`src/rtl/bp_cache_req_arbiter.sv`:
```
// bp_cache_req_arbiter
//
// Merges the request streams of several cache engines onto one downstream
// request channel. Grants are issued round-robin among ports that have a
// request and a free credit. A grant, once presented, is held until the
// downstream side accepts it. A locked acceptance keeps ownership with the
// same port until an unlocked acceptance releases it. Per-port credit
// counters track outstanding requests and are returned by "last" return
// beats. Return strobes are routed back to the owning port.
//
// Ports:
//   clk_i, reset_n_i          clock, asynchronous active-low reset
//   req_i / req_v_i           per-port request packets and valids
//   req_yumi_o                per-port acceptance (granted port only)
//   req_metadata_i / _v_i     per-port metadata, muxed the cycle after accept
//   credits_full_o / _empty_o per-port credit status
//   critical_o / last_o       return strobes routed to the returning port
//   arb_req_*                 merged downstream request channel
//   arb_metadata_o / _v_o     merged metadata of the last accepted port
//   ret_*                     return notification from downstream
module bp_cache_req_arbiter #(
  parameter int ports_p          = 2,
  parameter int req_width_p      = 128,
  parameter int metadata_width_p = 8,
  parameter int credits_p        = 4,
  localparam int port_id_width_lp = (ports_p > 1) ? $clog2(ports_p) : 1,
  localparam int cnt_width_lp     = $clog2(credits_p + 1)
) (
  input  logic                                  clk_i,
  input  logic                                  reset_n_i,
  input  logic [ports_p*req_width_p-1:0]        req_i,
  input  logic [ports_p-1:0]                    req_v_i,
  output logic [ports_p-1:0]                    req_yumi_o,
  input  logic [ports_p*metadata_width_p-1:0]   req_metadata_i,
  input  logic [ports_p-1:0]                    req_metadata_v_i,
  output logic [ports_p-1:0]                    credits_full_o,
  output logic [ports_p-1:0]                    credits_empty_o,
  output logic [ports_p-1:0]                    critical_o,
  output logic [ports_p-1:0]                    last_o,
  output logic [req_width_p-1:0]                arb_req_o,
  output logic                                  arb_req_v_o,
  output logic [port_id_width_lp-1:0]           arb_req_port_o,
  input  logic                                  arb_req_yumi_i,
  input  logic                                  arb_req_lock_i,
  output logic [metadata_width_p-1:0]           arb_metadata_o,
  output logic                                  arb_metadata_v_o,
  input  logic                                  ret_v_i,
  input  logic [port_id_width_lp-1:0]           ret_port_i,
  input  logic                                  ret_critical_i,
  input  logic                                  ret_last_i
);

  logic [cnt_width_lp-1:0]     r_cnt [ports_p];
  logic [port_id_width_lp-1:0] r_rr_ptr;
  logic [port_id_width_lp-1:0] r_grant_port;
  logic [port_id_width_lp-1:0] r_lock_owner;
  logic [port_id_width_lp-1:0] r_meta_owner;
  logic                        r_grant_pend;
  logic                        r_locked;
  logic                        r_meta_v;

  logic [ports_p-1:0]          w_full;
  logic [ports_p-1:0]          w_empty;
  logic [ports_p-1:0]          w_eligible;
  logic [ports_p-1:0]          w_cnt_inc;
  logic [ports_p-1:0]          w_cnt_dec;
  logic                        w_any_elig;
  logic [port_id_width_lp-1:0] w_sel_port;
  logic [port_id_width_lp-1:0] w_grant_port;
  logic                        w_grant_v;
  logic                        w_yumi;

  // Credit status comes straight from the counters, so a credit freed this
  // cycle only makes its port eligible from the next cycle on.
  always_comb begin
    w_full     = '0;
    w_empty    = '0;
    w_eligible = '0;
    w_cnt_inc  = '0;
    w_cnt_dec  = '0;
    for (int p = 0; p < ports_p; p++) begin
      w_full[p]     = (r_cnt[p] == cnt_width_lp'(credits_p));
      w_empty[p]    = (r_cnt[p] == '0);
      w_eligible[p] = req_v_i[p] & ~w_full[p]
                    & (~r_locked | (r_lock_owner == port_id_width_lp'(p)));
      w_cnt_inc[p]  = w_yumi & (w_grant_port == port_id_width_lp'(p));
      // Out-of-range return ports never match any p, so they are ignored.
      w_cnt_dec[p]  = ret_v_i & ret_last_i & (ret_port_i == port_id_width_lp'(p));
    end
  end

  // Round-robin pick: scan from rr_ptr upward with wrap, first eligible wins.
  always_comb begin
    int idx;
    idx        = 0;
    w_any_elig = 1'b0;
    w_sel_port = '0;
    for (int k = 0; k < ports_p; k++) begin
      idx = int'(r_rr_ptr) + k;
      if (idx >= ports_p) idx = idx - ports_p;
      if (!w_any_elig && w_eligible[idx]) begin
        w_any_elig = 1'b1;
        w_sel_port = port_id_width_lp'(idx);
      end
    end
  end

  // A presented but unaccepted grant takes priority over a fresh pick so the
  // downstream side sees a stable request. Reset masks the combinational path.
  assign w_grant_v    = reset_n_i & (r_grant_pend | w_any_elig);
  assign w_grant_port = r_grant_pend ? r_grant_port : w_sel_port;
  assign w_yumi       = w_grant_v & arb_req_yumi_i;

  assign arb_req_v_o     = w_grant_v;
  assign arb_req_port_o  = w_grant_port;
  assign credits_full_o  = w_full;
  assign credits_empty_o = w_empty;

  // Output muxes for request data, metadata and routed return strobes.
  always_comb begin
    arb_req_o        = '0;
    req_yumi_o       = '0;
    arb_metadata_o   = '0;
    arb_metadata_v_o = 1'b0;
    critical_o       = '0;
    last_o           = '0;
    for (int p = 0; p < ports_p; p++) begin
      if (w_grant_port == port_id_width_lp'(p)) begin
        arb_req_o     = req_i[p*req_width_p +: req_width_p];
        req_yumi_o[p] = w_yumi;
      end
      if (r_meta_owner == port_id_width_lp'(p)) begin
        arb_metadata_o   = req_metadata_i[p*metadata_width_p +: metadata_width_p];
        arb_metadata_v_o = r_meta_v & req_metadata_v_i[p];
      end
      critical_o[p] = reset_n_i & ret_v_i & ret_critical_i
                    & (ret_port_i == port_id_width_lp'(p));
      last_o[p]     = reset_n_i & ret_v_i & ret_last_i
                    & (ret_port_i == port_id_width_lp'(p));
    end
  end

  // Arbitration state, lock ownership, metadata owner and credit counters.
  // A locked acceptance leaves rr_ptr alone; only an unlocked one advances it.
  always_ff @(posedge clk_i or negedge reset_n_i) begin
    if (!reset_n_i) begin
      r_rr_ptr     <= '0;
      r_grant_port <= '0;
      r_lock_owner <= '0;
      r_meta_owner <= '0;
      r_grant_pend <= 1'b0;
      r_locked     <= 1'b0;
      r_meta_v     <= 1'b0;
      for (int p = 0; p < ports_p; p++) r_cnt[p] <= '0;
    end else begin
      r_meta_v <= w_yumi;
      if (w_yumi) begin
        r_grant_pend <= 1'b0;
        r_meta_owner <= w_grant_port;
        if (arb_req_lock_i) begin
          r_locked     <= 1'b1;
          r_lock_owner <= w_grant_port;
        end else begin
          r_locked <= 1'b0;
          r_rr_ptr <= (w_grant_port == port_id_width_lp'(ports_p - 1))
                    ? '0 : w_grant_port + 1'b1;
        end
      end else if (w_grant_v) begin
        r_grant_pend <= 1'b1;
        r_grant_port <= w_grant_port;
      end
      for (int p = 0; p < ports_p; p++) begin
        if (w_cnt_inc[p] && !w_cnt_dec[p] && !w_full[p])
          r_cnt[p] <= r_cnt[p] + 1'b1;
        else if (w_cnt_dec[p] && !w_cnt_inc[p] && !w_empty[p])
          r_cnt[p] <= r_cnt[p] - 1'b1;
      end
    end
  end

endmodule

```
`config.mk`:
```
export PLATFORM = sky130hd
export DESIGN_NAME = bp_cache_req_arbiter
export DESIGN_NICKNAME = d
export VERILOG_FILES = /design/src/rtl/bp_cache_req_arbiter.sv
export SDC_FILE = /design/constraint.sdc
export NUM_CORES = 1
export LEC_CHECK = 0
export CAP_MARGIN = 20
export CORE_AREA = 4 4 166 168
export CTS_CLUSTER_DIAMETER = 40
export DETAILED_ROUTE_END_ITERATION = 12
export DIE_AREA = 0 0 170 172
export DONT_BUFFER_PORTS = 1
export PLACE_DENSITY_LB_ADDON = 0.1
export RECOVER_POWER = 100
export SYNTH_ARGS = -nofsm -noshare
export SYNTH_HDL_FRONTEND = slang
export SYNTH_SLANG_ARGS = --single-unit
export TNS_END_PERCENT = 30
```
`constraint.sdc`:
```
create_clock -name clk_i -period 3.35 [get_ports clk_i]
set_input_delay 1.005 -clock clk_i [delete_from_list [all_inputs] [get_ports clk_i]]
set_output_delay 1.005 -clock clk_i [all_outputs]
set_load 0.05 [all_outputs]
```
# Word-level counts from Yosys, hierarchy flattened
# Index checks and enable logic that the tools add are counted.
dict set report classes {
  add_sub_neg 8
  multipliers 0
  div_mod_pow 0
  magnitude_cmp 4
  n_eq_ne 2
  n_shift 0
  muxes 26
  n_bitwise 31
  reduce_logical 26
}
# cell n
set op_table {}
lappend op_table {{128-bit 2-to-1 mux} 1}
lappend op_table {{32-bit by 3-bit less-than comparator with 1-bit output (second input constant)} 2}
lappend op_table {{32-bit 2-to-1 mux} 2}
lappend op_table {{1-bit AND} 20}
lappend op_table {{1-bit 2-to-1 mux} 18}
lappend op_table {{3-bit 2-to-1 mux} 4}
lappend op_table {{1-bit logical AND} 9}
lappend op_table {{1-bit zero test} 9}
lappend op_table {{8-bit 2-to-1 mux} 1}
lappend op_table {{1-bit NOT} 8}
lappend op_table {{3-bit by 1-bit adder with 3-bit output (second input constant)} 2}
lappend op_table {{3-bit equality test (second input constant)} 2}
lappend op_table {{3-bit zero test} 2}
lappend op_table {{2-bit AND reduction} 3}
lappend op_table {{2-bit nonzero test} 3}
lappend op_table {{3-bit by 1-bit subtractor with 3-bit output (second input constant)} 2}
lappend op_table {{1-bit bitwise OR} 3}
lappend op_table {{1-bit by 2-bit subtractor with 3-bit output (second input constant)} 1}
lappend op_table {{2-bit by 2-bit subtractor with 3-bit output (second input constant)} 1}
lappend op_table {{1-bit by 1-bit adder with 2-bit output (second input constant)} 1}
lappend op_table {{1-bit by 2-bit greater-or-equal comparator with 1-bit output (second input constant)} 1}
lappend op_table {{2-bit greater-or-equal comparator (second input constant)} 1}
lappend op_table {{1-bit adder (second input constant)} 1}
dict set report totals {
  ff_bits 13
  latch_bits 0
  ramBits 0
  rom_bits 0
  input_bits 284
  output_inout_bits 149
  wordCells 106
  n_memories 0
}

# Longest topological paths before layout
# Gate-level depths: netlist of the first run.
dict set report depth {
  depth_word 20
  mapped_depth 10
  depth_no_buf 9
}

# Least setup slack after synthesis of the first run
# Ideal clock, no wire load.
dict set report synth_path {
  kind {in2out}
  startpoint {in req_v_i[0]}
  endpoint {out req_yumi_o[1]}
  t_arrival_ps 2443
  required_time_ps 2345
  slack_ps -98
  path_stages 5
  path_buffers 2
  path_cell_list {and4b_1 > o31a_1 > buf_2 > clkbuf_1 > nor2_1}
}
dict set report synth_via {
  elab_chain_cells 13
  elab_cells_between_ends 19
  classes_between {mux (12); bitwise (5); reduce/logical (2)}
}
# element line_no
set synth_rtl {}
lappend synth_rtl {{start: declaration} 32} ;# input logic [ports_p-1:0] req_v_i,
lappend synth_rtl {{1-bit AND (*)} 84} ;# w_eligible[p] = req_v_i[p] & ~w_full[p]
lappend synth_rtl {{1-bit AND (*)} 85} ;# & (~r_locked | (r_lock_owner == port_id_width_lp'(p)));
lappend synth_rtl {{1-bit 2-to-1 mux (not written as such) (3 in a row)} 101} ;# if (!w_any_elig && w_eligible[idx]) begin
lappend synth_rtl {{1-bit 2-to-1 mux} 101}
lappend synth_rtl {{1-bit zero test} 101}
lappend synth_rtl {{1-bit logical AND} 101}
lappend synth_rtl {{1-bit 2-to-1 mux} 101}
lappend synth_rtl {{1-bit bitwise OR} 110} ;# assign w_grant_v = reset_n_i & (r_grant_pend | w_any_elig);
lappend synth_rtl {{1-bit AND} 110}
lappend synth_rtl {{1-bit AND} 112} ;# assign w_yumi = w_grant_v & arb_req_yumi_i;
lappend synth_rtl {{1-bit 2-to-1 mux (*)} 128} ;# if (w_grant_port == port_id_width_lp'(p)) begin
lappend synth_rtl {{end: declaration} 33} ;# output logic [ports_p-1:0] req_yumi_o,
# Mark *: on every way between the ends. The rest lies on a longest branch, timed or not. The select of a mux whose other input is x is not followed.

# Final worst setup path of the first run
dict set report layout_path {
  startpoint {reg r_cnt[3] in the netlist's numbering}
  endpoint {out arb_req_o[82]}
}
dict set report layout_via {
  elab_chain_cells 13
  elab_cells_between_ends 17
  classes_between {eq/ne (1); mux (11); bitwise (3); reduce/logical (2)}
}
# element line_no
set layout_rtl {}
lappend layout_rtl {{start: declaration} 53} ;# logic [cnt_width_lp-1:0] r_cnt [ports_p];
lappend layout_rtl {{start signal: indexed assignment} 174} ;# r_cnt[p] <= r_cnt[p] + 1'b1;
lappend layout_rtl {{start signal: indexed assignment} 176} ;# r_cnt[p] <= r_cnt[p] - 1'b1;
lappend layout_rtl {{3-bit equality test (*)} 82} ;# w_full[p] = (r_cnt[p] == cnt_width_lp'(credits_p));
lappend layout_rtl {{1-bit NOT (*)} 84}
lappend layout_rtl {{1-bit AND (*)} 84}
lappend layout_rtl {{1-bit AND (*)} 85}
lappend layout_rtl {{1-bit 2-to-1 mux (not written as such) (3 in a row)} 101}
lappend layout_rtl {{1-bit 2-to-1 mux} 101}
lappend layout_rtl {{1-bit zero test} 101}
lappend layout_rtl {{1-bit logical AND} 101}
lappend layout_rtl {{1-bit 2-to-1 mux (*)} 101}
lappend layout_rtl {{1-bit 2-to-1 mux (*)} 111} ;# assign w_grant_port = r_grant_pend ? r_grant_port : w_sel_port;
lappend layout_rtl {{128-bit 2-to-1 mux (*)} 128}
lappend layout_rtl {{end: declaration} 40} ;# output logic [req_width_p-1:0] arb_req_o,
# Marked as above.

==> results of run 1 <==
==> how the worst min path moves through the flow <==
| stage | cells past startpoint | slack (ns) | end | start |
|---|---|---|---|---|
| after global placement | 1 | 0.51 | r_cnt[2]$_DFFE_PN0P_ | r_cnt[2]$_DFFE_PN0P_ |
| after floorplan | 1 | 0.46 | r_cnt[2]$_DFFE_PN0P_ | r_cnt[2]$_DFFE_PN0P_ |
| after detailed placement | 1 | 0.51 | r_cnt[2]$_DFFE_PN0P_ | r_cnt[2]$_DFFE_PN0P_ |
| final | 0 | 0.46 | r_cnt[1]$_DFFE_PN0P_ | reset_n_i |
| after CTS | 0 | 0.45 | r_grant_pend$_DFFE_PN0P_ | reset_n_i |
| after global routing | 0 | 0.44 | r_grant_pend$_DFFE_PN0P_ | reset_n_i |
==> cells in the mapped netlist, types with 3 or more instances <==
cell | n | area share [%]
nand3_1 | 5 | 0.96
nor2_1 | 13 | 1.9
clkbuf_1 | 4 | 0.58
nor3_1 | 6 | 1.2
inv_1 | 7 | 1.0
buf_2 | 16 | 3.1
o31a_1 | 3 | 1.0
nor2b_1 | 3 | 0.72
nand2_1 | 394 | 57
and3_1 | 3 | 0.72
dfrtp_1 | 13 | 12
mux2_2 | 11 | 4.8
buf_6 | 9 | 3.9
xor2_1 | 3 | 1.0
o21ai_1 | 3 | 0.58
==> power groups by stage <==
stage          logic (mW)  registers, mW  clock network [mW]
2_1_floorplan        3.97          0.281                   0
3_3_place_gp         5.39          0.287                   0
3_5_place_dp         5.40          0.288                   0
4_1_cts              5.45          0.286               0.240
5_1_grt              6.10          0.298               0.247
6_report             5.75          0.286               0.231
==> metal layers <==
layer	global-route usage (%)	routed length [um]	part of all wire, %	vias to the layer above
met5	0	0	0	-
met4	1.56	261	1.5	0
met3	1.58	1540	8.8	10
met2	18.1	9570	55	260
met1	10.5	6100	35	1736
li1	-	-	-	1875
==> worst register-to-register path: stages, from the launching register on <==
cell and delay (ns):
dfrtp_1 0.37, or3b_1 0.39, and4b_1 0.21, o31a_4 0.37
clkinv_8 0.13, buf_4 0.19, nand2_1 0.12, fa_1 0.54
nor2b_1 0.06, o21ai_1 0.15, o211a_1 0.17
==> timing repair <==
item / 4_1_cts / 5_1_grt
setup endpoints to repair: 102 / 117
gates cloned: 0 / 6
resized for setup: 7 / 33
pin swaps: 0 / 1
==> kinds of logic after synthesis <==
logic type | Yosys count | synth area share, %
XOR/XNOR | 4 | 1.35
buffers and inverters | 38 | 9.46
multiplexers | 12 | 5.14
flip-flops | 13 | 12.5
AO/OA/AOI/OAI | 19 | 5.24
AND/OR/NAND/NOR | 433 | 64.8
adder cells (fa/ha/maj) | 2 | 1.54
==> registers in the layout (all words and copies together) (netlist names) <==
| register | flops |
|---|---|
| r_cnt | 6 |
| r_grant_pend | 1 |
| r_grant_port | 1 |
| r_lock_owner | 1 |
| r_locked | 1 |
| r_meta_owner | 1 |
| r_meta_v | 1 |
| r_rr_ptr | 1 |
==> per-stage QoR <==
stage / setup slack [ns] / instance area (um2)
detailed placement: -0.0219 / 4010
global placement: 0.00533 / 4010
global route: -0.0265 / 4370
CTS: -0.0245 / 4130
floorplan: -0.0513 / 2610
finish: 0.0919 / 4370
==> final cells by class <==
class	count	area, um2
inverter	8	42.5
multi-input combinational	470	2050
tap	335	419
fill	3044	21500
clock buffer	4	78.8
timing repair buffer	158	1440
timing repair inverter	1	11.3
sequential	13	325
antenna	2	5.00
==> results.cfg, run 1 <==
[layout]
layout_common_cells = nand2_1 (392), buf_4 (122), buf_6 (27), dfrtp_1 (13), nor2_1 (12)
layout_commonest_cell = nand2_1
utilization_pct = 16.9
area_growth_pct = 67.8
final-instance-count-excl-fill = 991
drive_above_1_share_pct = 27.7
final_nets = 941

[timing]
finClkSkew_ns = 0.00166
min_period_over_period_pct = 97.3
rsz0062_at_grt = true
tightest_slew_ns = 0.460
setup_tns_ns = 0
final-max-slew-violation-count = 0
maxSlewHeadroom_pct = 69.3
finalSetupViolCount = 0
fmax_mhz = 307
fin_crit_ns = 3.26
hold-worst-slack_ns = 0.456
finalHoldViolations = 0

[die]
initial_utilization_pct = 10.1
rows = 59
die_y_um = 172
die-area_um2 = 29200
die_w_um = 170
ios = 433
core-area_um2 = 25900

[synth]
synthDistinctLibCells = 36
synthCells = 521
synth_edf_count = 0
synth_fp_nets = 807
ys_warn_count = 0
synth-seq-area-share_pct = 12.5
synth-seq-cells = 13
syn_area_um2 = 2600
syn-mean-instance-area_um2 = 5.00
async_reset_ff_share_pct = 100
synth_ff_type = dfrtp_1

[routing]
num_vias = 3881
ant_nets = 0
drtPass1Iterations = 4
drc = 0
routed_wl_um = 17500
vias_per_cell = 3.92
drt-initial-drc-count = 174
wl_per_cell_um = 17.6

[cts]
cts_tree = yes
clk_latency_ns = 0.24
cts_buffers = 3
clockBufferDepth = 2
clk_pin_slew_worst_paths_ns = 0.05
h-tree-depth = 1
cts_hold_buffers = 0
cts-root-buf = clkbuf_16
cts_setup_buffers = 0
numClockSinks = 13

[placement]
place_congestion = 0.925
hpwlAfterDp_um = 14100
portBuffers = 0
dp_cells = 979

[worst_setup_path]
crit_fanout = 16
reg2reg_slack_ns = 0.58
crit_type = reg2out
path_delay_family = simple AND/OR/NAND/NOR gates
path_buf_inv = 3
cp_cell_sequence = or3b_1, and4b_1, o31a_4, clkinv_8, buf_6, nand2_1, nand2_1, buf_4
required_ns = 2.34
crit_path_top_delay_cell = or3b_1
reg2reg_from = r_cnt[3]$_DFFE_PN0P_
worstRegToRegCells = 10
end_kind = output pin
crit_top_cell = nand2_1
crit_start = r_cnt[3]$_DFFE_PN0P_
endpoint = arb_req_o[82]
start_kind = flop
r2r-end = r_cnt[1]$_DFFE_PN0P_
path_depth = 8
arrival_ns = 2.25
max_stage_delay_ns = 0.39

[run_status]
status = completed

[power]
swShare_pct = 66.9
switchingPower_mw = 4.19
power_density_nw_per_um2 = 1430
p_clk_share_pct = 3.7
p_total_mw = 6.27
power_frac_comb_pct = 91.8
power_frac_seq_pct = 4.6
ir_drop_v = 0.000616
p_int_mw = 2.08
leakagePower_nw = 2.47

[global_routing]
overflow = 0
antenna_found_initial = 2
grt_pass1_vias = 3669
grt_pass1_wl_um = 21200
grt_use_total_pct = 9.21
grt_max_degree = 55

[job]
drv_cap = 0

[hold_path]
hold_class = in2async
Note: power is estimated with default switching activity, not from simulation.
==> run 2: changes to the inputs <==
--- a/config.mk
+++ b/config.mk
@@ -7,12 +7,14 @@
 export LEC_CHECK = 0
 export CAP_MARGIN = 20
 export CORE_AREA = 4 4 166 168
+export CTS_BUF_LIST = sky130_fd_sc_hd__clkbuf_16
 export CTS_CLUSTER_DIAMETER = 40
 export DETAILED_ROUTE_END_ITERATION = 12
 export DIE_AREA = 0 0 170 172
 export DONT_BUFFER_PORTS = 1
 export PLACE_DENSITY_LB_ADDON = 0.1
 export RECOVER_POWER = 100
+export SLEW_MARGIN = 10
 export SYNTH_ARGS = -nofsm -noshare
 export SYNTH_HDL_FRONTEND = slang
 export SYNTH_SLANG_ARGS = --single-unit
==> run 2 against run 1 <==
Effect of this change:
- first-iteration DRC count shrank 5.7%
- cell count down 0.10%
- critical path depth is the same
- flip-flop and latch count unchanged
- critical path type unchanged
==> results.cfg, run 2 (synthesis results as in run 1) <==
[run_status]
status = completed

[worst_setup_path]
arrival_ns = 2.25
reg2reg_from = r_cnt[3]$_DFFE_PN0P_
worstRegToRegCells = 10
required_ns = 2.34
r2r-end = r_cnt[1]$_DFFE_PN0P_
crit_type = reg2out
crit_fanout = 16
reg2reg_slack_ns = 0.58
start_kind = flop
end_kind = output pin

[routing]
wl_met3_um = 1370
dr_wl_met2_um = 9600
top_layer = met4
routed_wl_um = 17500
drc = 0
drt-initial-drc-count = 164
drtPass1Iterations = 4
ant_nets = 0
wl_per_cell_um = 17.7
num_vias = 3891
vias_per_cell = 3.93
wl_met1_um = 6240

[placement]
hpwlAfterDp_um = 14100
portBuffers = 0
dp_slack_ns = -0.0219
postPlaceCellArea_um2 = 4010
place_congestion = 0.925

[die]
ios = 433
die_y_um = 172
die-area_um2 = 29200
rows = 59
core-area_um2 = 25900
die_w_um = 170
initial_utilization_pct = 10.1

[cts]
cts_tree = yes
clk_pin_slew_worst_paths_ns = 0.05
clockBufferDepth = 2
cts_buffers = 3
numClockSinks = 13
h-tree-depth = 1
cts_hold_buffers = 0
clk_latency_ns = 0.24
cts-root-buf = clkbuf_16

[timing]
rsz0062_at_grt = true
setup_ws_ns = 0.0907
finalHoldViolations = 0
maxSlewHeadroom_pct = 69.3
finalSetupViolCount = 0
min_period_over_period_pct = 97.3
fmax_mhz = 307
tightest_slew_ns = 0.460
finClkSkew_ns = 0.00125
final-max-slew-violation-count = 0
fin_crit_ns = 3.26
setup_tns_ns = 0

[layout]
drive_above_1_share_pct = 27.7
n_fill_cell = 3042
final_area_um2 = 4380
layout_common_cells = nand2_1 (392), buf_4 (118), buf_6 (31), dfrtp_1 (13), nor2_1 (12)
area_growth_pct = 68.3
layout_commonest_cell = nand2_1
top_register = r_cnt
utilization_pct = 16.9
largest_register_ffs = 6
final_nets = 941

[job]
drv_cap = 0

[power]
power_density_nw_per_um2 = 1430
leakagePower_nw = 2.48
ir_drop_v = 0.000615

[global_routing]
grt_max_degree = 55
antenna_found_initial = 2
grt_pass1_vias = 3669
grt_pass1_wl_um = 21200
grt_use_total_pct = 9.21
overflow = 0

[hold_path]
hold_class = in2async
==> run 2: cell type report <==
class | instances | area [um2] | share of cell area [%]
inverter | 8 | 42.5 | 0.970
multi-input combinational | 470 | 2050 | 46.9
sequential | 13 | 325 | 7.42
tap | 335 | 419 | 9.56
timing repair buffer | 158 | 1450 | 33.1
clock inverter | 1 | 3.75 | 0.0856
clock buffer | 3 | 75.1 | 1.71
timing repair inverter | 1 | 11.3 | 0.257
antenna | 1 | 2.50 | 0.0571
==> run 2: worst max-delay path by stage <==
stage	start	end	slack, ns
after detailed placement	req_v_i[0]	arb_req_o[76]	-0.02
after CTS	r_cnt[3]$_DFFE_PN0P_	arb_req_o[39]	-0.02
after floorplan	req_v_i[0]	arb_req_o[102]	-0.05
after global routing	r_cnt[2]$_DFFE_PN0P_	arb_req_o[94]	-0.03
after global placement	req_v_i[0]	arb_req_o[112]	0.005
final	r_cnt[3]$_DFFE_PN0P_	arb_req_o[82]	0.09
==> run 2: worst max-delay path, cell delays in order (launching register included) <==
cell	delay (ns)
dfrtp_1	0.37
or3b_1	0.39
and4b_1	0.21
o31a_4	0.37
clkinv_8	0.13
buf_6	0.17
nand2_1	0.07
nand2_1	0.09
buf_4	0.20
==> run 2: where the power goes <==
part / total (mW) / internal, mW / switching [mW]
clock network: 0.228 / 0.158 / 0.0702
registers: 0.286 / 0.223 / 0.0627
logic: 5.77 / 1.71 / 4.06
==> run 2: metal layers <==
metal  GRT usage (%)  vias to the layer above
li1                -                     1874
met1            10.5                     1760
met2            18.1                      245
met3            1.58                       12
met4            1.56                        0
met5               0                        -
==> run 2: through the flow <==
step	cells	total power [mW]	hold WS (ns)
floorplan	521	4.25	0.457
global placement	979	5.68	0.510
detailed placement	979	5.69	0.505
CTS	983	5.97	0.450
global route	990	6.66	0.445
finish	990	6.28	0.456
==> run 2: repair_timing <==
item | 4_1_cts | 5_1_grt
pin swaps | 0 | 1
hold endpoints to repair | 0 | 0
gates resized for setup | 7 | 37
setup buffers | 0 | 0
endpoints found under the setup margin | 102 | 117
cloned | 0 | 6
